$ cat src/rtl/simt_pkg.sv
// Shared definitions for the SIMT divergence/reconvergence stack.
// Default entry layout matches the top-level default parameters.
package simt_pkg;

  localparam logic [3:0] EXECUTE = 4'b0110;

  localparam int PC_W   = 8;
  localparam int MASK_W = 4;

  typedef struct packed {
    logic [PC_W-1:0]   else_pc;
    logic [MASK_W-1:0] outer_mask;
    logic [MASK_W-1:0] pending_mask;
    logic              second_route;
  } simt_stack_entry_t;

endpackage

$ cat src/rtl/simt_stack_storage.sv
// LIFO register array with push, pop and top-of-stack rewrite.
// The top entry is only meaningful while depth is non-zero.
module simt_stack_storage
  import simt_pkg::*;
#(
  parameter int W     = $bits(simt_stack_entry_t),
  parameter int DEPTH = 4,
  parameter int DW    = $clog2(DEPTH+1)
) (
  input  logic          clk,
  input  logic          reset,
  input  logic          push,
  input  logic          pop,
  input  logic          top_wr,
  input  logic [W-1:0]  push_data,
  input  logic [W-1:0]  top_data,
  output logic [W-1:0]  top,
  output logic [DW-1:0] depth
);

  localparam int AW = (DEPTH > 1) ? $clog2(DEPTH) : 1;

  logic [W-1:0]  mem [DEPTH];
  logic [AW-1:0] wr_idx;
  logic [AW-1:0] top_idx;

  assign wr_idx  = AW'(depth);
  assign top_idx = AW'(depth - DW'(1));
  assign top     = (depth != '0) ? mem[top_idx] : '0;

  always_ff @(posedge clk) begin
    if (reset) begin
      depth <= '0;
    end else if (push) begin
      mem[wr_idx] <= push_data;
      depth       <= depth + DW'(1);
    end else if (pop) begin
      depth <= depth - DW'(1);
    end else if (top_wr) begin
      mem[top_idx] <= top_data;
    end
  end

endmodule

$ cat src/rtl/simt_reconv_stack.sv
// Nested SIMT divergence stack: active mask, else-path redirect
// and sticky overflow/underflow/protocol error flags.
module simt_reconv_stack
  import simt_pkg::*;
#(
  parameter int PROGRAM_MEM_ADDR_BITS = 8,
  parameter int THREADS_PER_BLOCK     = 4,
  parameter int STACK_DEPTH           = 4
) (
  input  logic                             clk,
  input  logic                             reset,
  input  logic                             enable,
  input  logic [3:0]                       core_state,
  input  logic                             decoded_ssy,
  input  logic                             decoded_sync,
  input  logic [PROGRAM_MEM_ADDR_BITS-1:0] decoded_immediate,
  input  logic [THREADS_PER_BLOCK-1:0]     taken_mask,
  output logic [THREADS_PER_BLOCK-1:0]     thread_mask,
  output logic                             redirect_valid,
  output logic [PROGRAM_MEM_ADDR_BITS-1:0] redirect_pc,
  output logic [$clog2(STACK_DEPTH+1)-1:0] depth,
  output logic                             overflow,
  output logic                             underflow,
  output logic                             protocol_err
);

  localparam int PW = PROGRAM_MEM_ADDR_BITS;
  localparam int T  = THREADS_PER_BLOCK;
  localparam int DW = $clog2(STACK_DEPTH+1);

  // Same field order as simt_stack_entry_t, sized by this instance.
  typedef struct packed {
    logic [PW-1:0] else_pc;
    logic [T-1:0]  outer_mask;
    logic [T-1:0]  pending_mask;
    logic          second_route;
  } entry_t;

  logic   update, ssy_ev, sync_ev, conflict;
  logic   full, empty;
  logic   push, pop, top_wr;
  logic [T-1:0] eff, rest;
  entry_t push_e, top_e, top_new;

  assign update   = enable && (core_state == EXECUTE);
  assign ssy_ev   = update && decoded_ssy && !decoded_sync;
  assign sync_ev  = update && decoded_sync && !decoded_ssy;
  assign conflict = update && decoded_ssy && decoded_sync;

  assign full  = (depth == DW'(STACK_DEPTH));
  assign empty = (depth == '0);

  assign eff  = taken_mask & thread_mask;
  assign rest = thread_mask & ~eff;

  // When nobody takes the if-path the else path runs right away.
  assign push_e = '{else_pc:      decoded_immediate,
                    outer_mask:   thread_mask,
                    pending_mask: rest,
                    second_route: (rest != '0) && (eff != '0)};

  assign top_new = '{else_pc:      top_e.else_pc,
                     outer_mask:   top_e.outer_mask,
                     pending_mask: top_e.pending_mask,
                     second_route: 1'b0};

  assign push   = ssy_ev && !full;
  assign top_wr = sync_ev && !empty && top_e.second_route;
  assign pop    = sync_ev && !empty && !top_e.second_route;

  simt_stack_storage #(
    .W     ($bits(entry_t)),
    .DEPTH (STACK_DEPTH),
    .DW    (DW)
  ) u_storage (
    .clk       (clk),
    .reset     (reset),
    .push      (push),
    .pop       (pop),
    .top_wr    (top_wr),
    .push_data (push_e),
    .top_data  (top_new),
    .top       (top_e),
    .depth     (depth)
  );

  always_ff @(posedge clk) begin
    if (reset) begin
      thread_mask    <= '1;
      redirect_valid <= 1'b0;
      redirect_pc    <= '0;
      overflow       <= 1'b0;
      underflow      <= 1'b0;
      protocol_err   <= 1'b0;
    end else begin
      redirect_valid <= 1'b0;
      if (conflict)
        protocol_err <= 1'b1;
      if (ssy_ev && full)
        overflow <= 1'b1;
      if (sync_ev && empty)
        underflow <= 1'b1;
      if (push) begin
        if (eff != '0) begin
          thread_mask <= eff;
        end else begin
          thread_mask    <= rest;
          redirect_valid <= 1'b1;
          redirect_pc    <= decoded_immediate;
        end
      end
      if (top_wr) begin
        thread_mask    <= top_e.pending_mask;
        redirect_valid <= 1'b1;
        redirect_pc    <= top_e.else_pc;
      end
      if (pop)
        thread_mask <= top_e.outer_mask;
    end
  end

endmodule

$ cat config.mk
export PLATFORM = sky130hd
export DESIGN_NAME = simt_reconv_stack
export DESIGN_NICKNAME = d
export VERILOG_FILES = /design/src/rtl/simt_pkg.sv /design/src/rtl/simt_stack_storage.sv /design/src/rtl/simt_reconv_stack.sv
export SDC_FILE = /design/constraint.sdc
export NUM_CORES = 1
export LEC_CHECK = 0
export CAP_MARGIN = 20
export CORE_UTILIZATION = 36
export DETAILED_ROUTE_END_ITERATION = 7
export SLEW_MARGIN = 5
export SYNTH_ARGS = -nofsm -noshare
export SYNTH_HDL_FRONTEND = slang
export SYNTH_SLANG_ARGS = --single-unit
$ cat constraint.sdc
create_clock -name clk -period 7.6 [get_ports clk]
set_input_delay 1.52 -clock clk [delete_from_list [all_inputs] [get_ports clk]]
set_output_delay 1.52 -clock clk [all_outputs]
set_load 0.02 [all_outputs]
==> run metrics <==
Worst Setup Start Kind=input pin; ANT cells=0; vias per inst=5.36; post-CTS setup buffers=0; Resized cells post-CTS=0; DP Area=4460 um2; met3 wire len=461 um; remaining antenna violation count=0; uppermost layer routed=met4; final period utilization=51.7%; met1 WL=3780 um; most frequent cells in the layout=68 x edfxtp_1, 39 x clkdlybuf4s50_1, 20 x inv_1; Critical-path top delay cell=a21oi_1; final hold vios=0; RSZ-0062 raised after global routing=no; nets@finish=340; # port buffers=39; Wirelength per Cell=18.8 um; Yosys reg bits=87; # Max-Cap Violations=0; drt drc=0; delay of the slowest critical-path stage=0.68 ns; average cell area after synthesis=14.4 um2; Arr. time, crit path=3.98 ns; Layout area overhead=19.3%; worst skew pair latency=0.34 ns; Hold Crit Class=reg -> reg; top cell type's share of synthesized area=51.6%; # hold bufs at CTS=0; hold_ws=0.459 ns; antenna violations before repair=0; total CTS buffers=9; Clock Pin Slew Worst Setup and Hold Paths=0.09 ns; Starting Density=37.6%; CP Capture Type=register; Cells after Synth=275; largest net degree at the start of global routing=30; 1st-iter DRT viols=133; Max H-tree Level=3; Yosys cell types=44; Top FF cell, synth=edfxtp_1; Core Area=10,500 um2; Final Power=900 uW; final setup vio count=0; CTS max path bufs=2; DIE HEIGHT=107 um; CP Class=in -> reg; synth warn=0; Overflow after GRT=0; relative slew slack=32.5%; vias in the first global route=2,473; pre-CTS setup slack=3.11 ns; Leak=1.61 nW; FMAX=0.254 GHz; Period minus WS final=3.93 ns; status=finished clean; syn_nets=299; CTS tree=built; crit path max fanout=16; post-route cell area=4720 um2; DP HPWL=5480 um; WL met2=4290 um; maximum VDD drop=0.101 mV; Die Width=107 um; non-filler cells, final=457; wirelength, routed=8600 um; Synth Cell Area=3960 um2; PnR worst setup slack=3.67 ns; CP delay by family, top=simple AND/OR/NAND/NOR gates; WP data required=7.64 ns; area leader, netlist=edfxtp_1; fin util=44.9%; Worst-Margin Slew=1.01 ns; fillcell total=926; asr flop ratio synth=0%; power density over the cells=191 nW/um2; clock root buffer=clkbuf_8; die area=11,400 um2; synth top area cells=edfxtp_1 52%, dfxtp_1 9.6%, mux4_2 8.0%, mux2i_1 4.6%, mux4_1 2.0%; share of cells above drive strength 1=14.6%; Rows=37; Slew Limit Fails=0; Final GP Congestion=0.787; Initial DRT Pass Iterations=4; crit path cell chain=clkdlybuf4s50_1, nand3b_1, or3_1, nand4_1, a21oi_1, buf_4; post-synthesis sequential area ratio=61.2%; setup TNS=0 ns; GR Util All Layers=16.5%; placed instance count=439; first-pass GRT wire length=13,800 um; total I/O pin count=40; Fin Clk Skew=0.00911 ns; clock sinks=87; via count=2,449; number of synthesized flops with an enable pin=68; crit path buf inv count=2; commonest non-fill, non-tap cell in the layout=edfxtp_1
routing by layer:
metal	vias up	track usage, %
met5	-	0
met1	1214	22.3
met2	82	26.5
li1	1149	-
met4	0	4.89
met3	4	3.59
sequential cells by signal, indices dropped and copies added, names as in the netlist:
| name | flops |
|---|---|
| overflow | 1 |
| protocol_err | 1 |
| redirect_pc | 8 |
| redirect_valid | 1 |
| thread_mask | 4 |
| u_storage.depth | 3 |
| u_storage.mem | 68 |
| underflow | 1 |
worst min-delay path, cell delays in order (launching register included):
cell,delay [ns]
dfxtp_1,0.32
inv_1,0.05
a211oi_1,0.05
kinds of logic after synthesis:
group	after synthesis	synth area share [%]
AOI/OAI and AO/OA	36	7.08
adders and majority gates	3	0.949
buffers and inverters	38	4.55
DFF	87	61.2
muxes	38	15.4
and+or+nand+nor	73	10.8
worst paths after layout:
kind | start | end | slack, ns | cells after the start
hold / removal | redirect_pc[6] | redirect_pc[6] | 0.46 | 2
setup reg to reg | u_storage.depth[1] | u_storage.mem[2][9] | 4.16 | 6
hold reg to reg | redirect_pc[6] | redirect_pc[6] | 0.46 | 2
setup / recovery | core_state[3] | u_storage.mem[0][10] | 3.67 | 6
layout make-up:
type,count,area (um2),share of cell area [%]
Inverter,20,75.1,1.59
Clock buffer,10,128,2.70
Tap cell,136,170,3.60
Multi-Input combinational cell,150,1350,28.7
Sequential cell,87,2420,51.3
Clock inverter,6,93.8,1.99
Timing Repair Buffer,48,478,10.1
power by group:
| part | switching (mW) | internal [mW] | total (mW) |
|---|---|---|---|
| clock | 0.167 | 0.188 | 0.355 |
| combinational | 0.0176 | 0.0176 | 0.0351 |
| sequential | 0.000261 | 0.510 | 0.511 |
Yosys cell counts, drive strengths merged, types with 4 or more instances:
library cell and instances:
nand3 7, mux2i 18, o32ai 8, nand2b 5, nor3 4, nor2 12, or3 5, buf 7
nand2 17, a211oi 8, nand4 6, a21oi 8, dfxtp 19, edfxtp 68, and2 5, inv 20
clkbuf 11, mux4 17
Note: power is estimated with default switching activity, not from simulation.
